==> src/rtl/pc_block_pkg.sv <==
// Shared constants for the program-counter block: next-PC source encoding,
// the sequential increment and the default address width.
package pc_block_pkg;

  localparam int DEFAULT_WIDTH = 16;
  localparam int PC_INCREMENT  = 2;

  // Next-PC source select; codes 8..15 are unused and mean "hold".
  typedef enum logic [3:0] {
    PCSRC_INC    = 4'd0,
    PCSRC_IMMPC  = 4'd1,
    PCSRC_IMMABS = 4'd2,
    PCSRC_RA     = 4'd3,
    PCSRC_MARY   = 4'd4,
    PCSRC_PCMARY = 4'd5,
    PCSRC_JCMP   = 4'd6,
    PCSRC_JCMPLS = 4'd7
  } pc_src_e;

endpackage

==> src/rtl/pc_next_mux.sv <==
// Combinational next-PC selector. Produces the candidate next PC and a
// valid flag that is low for unused select codes, so the register holds.
module pc_next_mux
  import pc_block_pkg::*;
#(
  parameter int WIDTH = DEFAULT_WIDTH
) (
  input  logic [3:0]       pc_src,
  input  logic [WIDTH-1:0] pc_cur,
  input  logic [WIDTH-1:0] imm_plus_pc,
  input  logic [WIDTH-1:0] imm_addr,
  input  logic [WIDTH-1:0] ra,
  input  logic [WIDTH-1:0] mary,
  input  logic [WIDTH-1:0] pc_plus_mary,
  input  logic [WIDTH-1:0] jcmp_imm,
  input  logic [WIDTH-1:0] jcmp_imm_ls,
  output logic [WIDTH-1:0] next_pc,
  output logic             src_valid
);

  // Select the next PC; the increment wraps modulo 2^WIDTH naturally.
  always_comb begin
    next_pc   = pc_cur;
    src_valid = 1'b1;
    case (pc_src)
      PCSRC_INC:    next_pc = pc_cur + WIDTH'(PC_INCREMENT);
      PCSRC_IMMPC:  next_pc = imm_plus_pc;
      PCSRC_IMMABS: next_pc = imm_addr;
      PCSRC_RA:     next_pc = ra;
      PCSRC_MARY:   next_pc = mary;
      PCSRC_PCMARY: next_pc = pc_plus_mary;
      PCSRC_JCMP:   next_pc = jcmp_imm;
      PCSRC_JCMPLS: next_pc = jcmp_imm_ls;
      default: begin
        next_pc   = pc_cur;
        src_valid = 1'b0;
      end
    endcase
  end

endmodule

==> src/rtl/pc_block.sv <==
// Program-counter register with write enable and synchronous reset.
// Optional feature macro PC_BLOCK_MISALIGN_FLAG_EN adds a sticky, registered
// pcMisaligned output that sets whenever an odd value is loaded.
module pc_block
  import pc_block_pkg::*;
#(
  parameter int               WIDTH       = DEFAULT_WIDTH,
  parameter logic [WIDTH-1:0] RESET_VALUE = {WIDTH{1'b0}}
) (
  input  logic             clock,
  input  logic             reset,
  input  logic [3:0]       pcSrc,
  input  logic [WIDTH-1:0] immPlusPC,
  input  logic [WIDTH-1:0] immAddr,
  input  logic [WIDTH-1:0] ra,
  input  logic [WIDTH-1:0] mary,
  input  logic [WIDTH-1:0] pcPlusMary,
  input  logic [WIDTH-1:0] jcmpImm,
  input  logic [WIDTH-1:0] jcmpImmLS,
  input  logic             pcWrite,
`ifdef PC_BLOCK_MISALIGN_FLAG_EN
  output logic             pcMisaligned,
`endif
  output logic [WIDTH-1:0] pcCur
);

  // Power-up value matches the reset value so pcCur is defined before reset.
  logic [WIDTH-1:0] pc_r = RESET_VALUE;
  logic [WIDTH-1:0] next_pc_s;
  logic             src_valid_s;
  logic             load_s;

  pc_next_mux #(.WIDTH(WIDTH)) u_next_mux (
    .pc_src       (pcSrc),
    .pc_cur       (pc_r),
    .imm_plus_pc  (immPlusPC),
    .imm_addr     (immAddr),
    .ra           (ra),
    .mary         (mary),
    .pc_plus_mary (pcPlusMary),
    .jcmp_imm     (jcmpImm),
    .jcmp_imm_ls  (jcmpImmLS),
    .next_pc      (next_pc_s),
    .src_valid    (src_valid_s)
  );

  assign load_s = pcWrite & src_valid_s;

  // PC register: reset dominates, otherwise load only on a valid enabled source.
  always_ff @(posedge clock) begin
    if (reset) begin
      pc_r <= RESET_VALUE;
    end else if (load_s) begin
      pc_r <= next_pc_s;
    end
  end

  assign pcCur = pc_r;

`ifdef PC_BLOCK_MISALIGN_FLAG_EN
  logic misaligned_r = 1'b0;

  // Sticky flag: set on any odd load, cleared only by reset.
  always_ff @(posedge clock) begin
    if (reset) begin
      misaligned_r <= 1'b0;
    end else if (load_s && next_pc_s[0]) begin
      misaligned_r <= 1'b1;
    end
  end

  assign pcMisaligned = misaligned_r;
`endif

endmodule

==> config.mk <==
export PLATFORM = sky130hd
export DESIGN_NAME = pc_block
export DESIGN_NICKNAME = d
export VERILOG_FILES = /design/src/rtl/pc_block_pkg.sv /design/src/rtl/pc_next_mux.sv /design/src/rtl/pc_block.sv
export SDC_FILE = /design/constraint.sdc
export NUM_CORES = 1
export LEC_CHECK = 0
export ABC_AREA = 1
export CAP_MARGIN = 10
export CELL_PAD_IN_SITES_DETAIL_PLACEMENT = 0
export CELL_PAD_IN_SITES_GLOBAL_PLACEMENT = 1
export CORE_ASPECT_RATIO = 0.6
export CORE_UTILIZATION = 24
export CTS_CLUSTER_SIZE = 20
export DETAILED_ROUTE_END_ITERATION = 6
export GPL_TIMING_DRIVEN = 0
export PLACE_DENSITY = 0.88
export SETUP_SLACK_MARGIN = 0.2
export SLEW_MARGIN = 10
export SYNTH_ARGS = -nofsm -noshare
export SYNTH_HDL_FRONTEND = slang
export SYNTH_SLANG_ARGS = --single-unit
==> constraint.sdc <==
create_clock -name clock -period 2.6 [get_ports clock]
set_input_delay 0.39 -clock clock [delete_from_list [all_inputs] [get_ports clock]]
set_output_delay 0.39 -clock clock [all_outputs]
set_load 0.05 [all_outputs]
==> impl_metrics.ini <==
[status]
status = finished, final reports clean

[worst_setup_path]
regToRegStartpoint = pcCur[1]
cp.required_ns = 2.74
arrival_ns = 2.22
crit_path_end_kind = flop
worstSetupStartpointType = input port
worstSetupPathType = in2reg
r2r_cells = 8
rr_endpoint = pcCur[7]
reg2reg_slack_ns = 0.85
crit_path_max_fanout = 10

[timing]
setup_viol = 0
min_period_ns = 2.08
worst_slew_pin_slew_ns = 0.725
slew_headroom_pct = 51.4
tns_ns = 0
timing.final.crit_share_pct = 79.9
fin_ws_ns = 0.524
fmax_mhz = 482
finalClockSkew_ns = 0.00298
rsz0062_at_grt = no
slew_viol_final = 0
hold_viol = 0
whs_ns = 0.552

[place]
dp_hpwl_mm = 7.69
place_area_um2 = 3460
gp_congestion = 0.891
place_ws_ns = 0.294
post-place-cells = 616
port_buffers = 134

[floorplan]
num_rows = 25
start_util_pct = 25.0
io_pins = 135
die_area_um2 = 8650
fp.coreArea_um2 = 7950
die_w_um = 119
die_h_um = 72.4

[power_and_ir_drop]
power_mw = 1.10
ir_drop_v = 0.000196
power.density_nw_per_um2 = 309
power_leakage_nw = 1.50

[global_route]
grt_pass1_wl_mm = 15.1
grt_pass1_vias = 2969
grt_overflow = 0
antenna_found_initial = 0
grt_usage_pct = 22.1
grt_max_degree = 11

[cts]
post_cts_buffers = 0
cts_tree = built
htree_levels = 1
insertion_delay_ns = 0.25
clock-sinks = 16
cts_resized = 0
numCtsBuffers = 3
clock-root-buffer = clkbuf_16
clk_pin_slew_ns = 0.05
clockBufferDepth = 2
hold_buffers = 0

[synthesis]
synthArstFlopShare_pct = 0
ys_warn_count = 0
ys_ff_latch = 16
synth_top_area_share_pct = 26.7
netlist_instances = 374
synth_edf_count = 0
ys_seq_area_share_pct = 16.1
synth_flop_cell = dfxtp_1
yosys.area.top_type = nand3_1
syn_area_um2 = 1980
yosysUniqueCellTypes = 25
synth.area.top_cells = nand3_1 27%, nand2_1 17%, dfxtp_1 16%
syn-num-nets = 494
syn_area_per_cell_um2 = 5.31

[finish]
stdcell_count = 620
drive_gt1_share_pct = 6.05
nets = 633
area_delta_synth_final_pct = 78.9
fin_util_pct = 44.7
largest_reg_flops = 16
layout_commonest_cell = clkdlybuf4s50_1
num_antenna_cells = 0
postLayoutCellArea_um2 = 3550
final_cell_mix = 134 x clkdlybuf4s50_1, 106 x nand3_1, 88 x nand2_1, 43 x nor2_1, 25 x inv_1

[worst_hold_path]
hold_start = pcCur[0]
hold-path-cell-count = 2
hold_path.class = reg2reg
holdPathEnd = pcCur[0]

[drt]
first_pass_iters = 5
routed-via-count = 3123
dr_wl_met3_um = 978
drt_iter0_drc = 248
routed_wl_mm = 9.58
met2WireLength_mm = 3.94
top_layer = met4
antenna_left = 0
avgRoutedWirePerCell_um = 15.4
vias_per_cell = 5.04
drc = 0
route.layer.met1.wl_mm = 4.59

[job]
max-cap-violations = 0
==> cell usage after synthesis (all sizes together) (3+ instances only) <==
cell and n:
a21oi 23, buf 16, clkbuf 4, dfxtp 16, inv 27, nand2 90, nand3 106, nand4 8
nor2 48, nor3 6, o21ai 21, xnor2 3
==> per-layer routing <==
metal | GRT usage (%) | vias up
li1 | - | 1538
met1 | 30.2 | 1416
met2 | 36.0 | 161
met3 | 4.87 | 8
met4 | 4.03 | 0
met5 | 0 | -
==> final cells by class <==
| type | count | area, um2 |
|---|---|---|
| Fill cell | 844 | 4400 |
| Multi-Input combinational cell | 311 | 1460 |
| Timing Repair Buffer | 134 | 1340 |
| Sequential cell | 16 | 320 |
| Tap cell | 108 | 135 |
| Buffer | 20 | 108 |
| Inverter | 27 | 101 |
| Clock buffer | 4 | 88.8 |
==> power by group <==
part	internal, mW	total (mW)	switching [mW]
Combinational	0.241	0.470	0.229
Sequential	0.262	0.287	0.0248
Clock	0.234	0.339	0.105
==> worst max-delay path by stage <==
stage          cells after the start  slack [ns]        end     start
2_1_floorplan                      8        0.78   pcCur[7]  pcCur[2]
3_3_place_gp                       8        0.27  pcCur[12]  pcSrc[3]
3_5_place_dp                       8        0.29  pcCur[12]  pcSrc[3]
4_1_cts                            8        0.55  pcCur[12]  pcSrc[3]
5_1_grt                            8        0.32  pcCur[12]  pcSrc[3]
6_report                           8        0.52  pcCur[12]  pcSrc[3]
==> critical path: stages <==
cell and delay [ns]:
clkdlybuf4s50_1 0.48, inv_1 0.12, nand2_1 0.23, inv_1 0.24, clkbuf_1 0.40, nand3_1 0.18
nor2_1 0.13, nor2_1 0.04
==> cells by family (layout without fill, tap and decap cells) <==
family,count (synthesis),count (layout),share of synthesized area (%)
xor gates and xnor gates,4,4,1.77
buffers and inverters,47,185,10.5
AOI/OAI and AO/OA,45,45,11.4
DFF,16,16,16.1
and+or+nand+nor,261,261,59.5
adders and majority gates,1,1,0.630
Power figures use the tool's default switching activity.
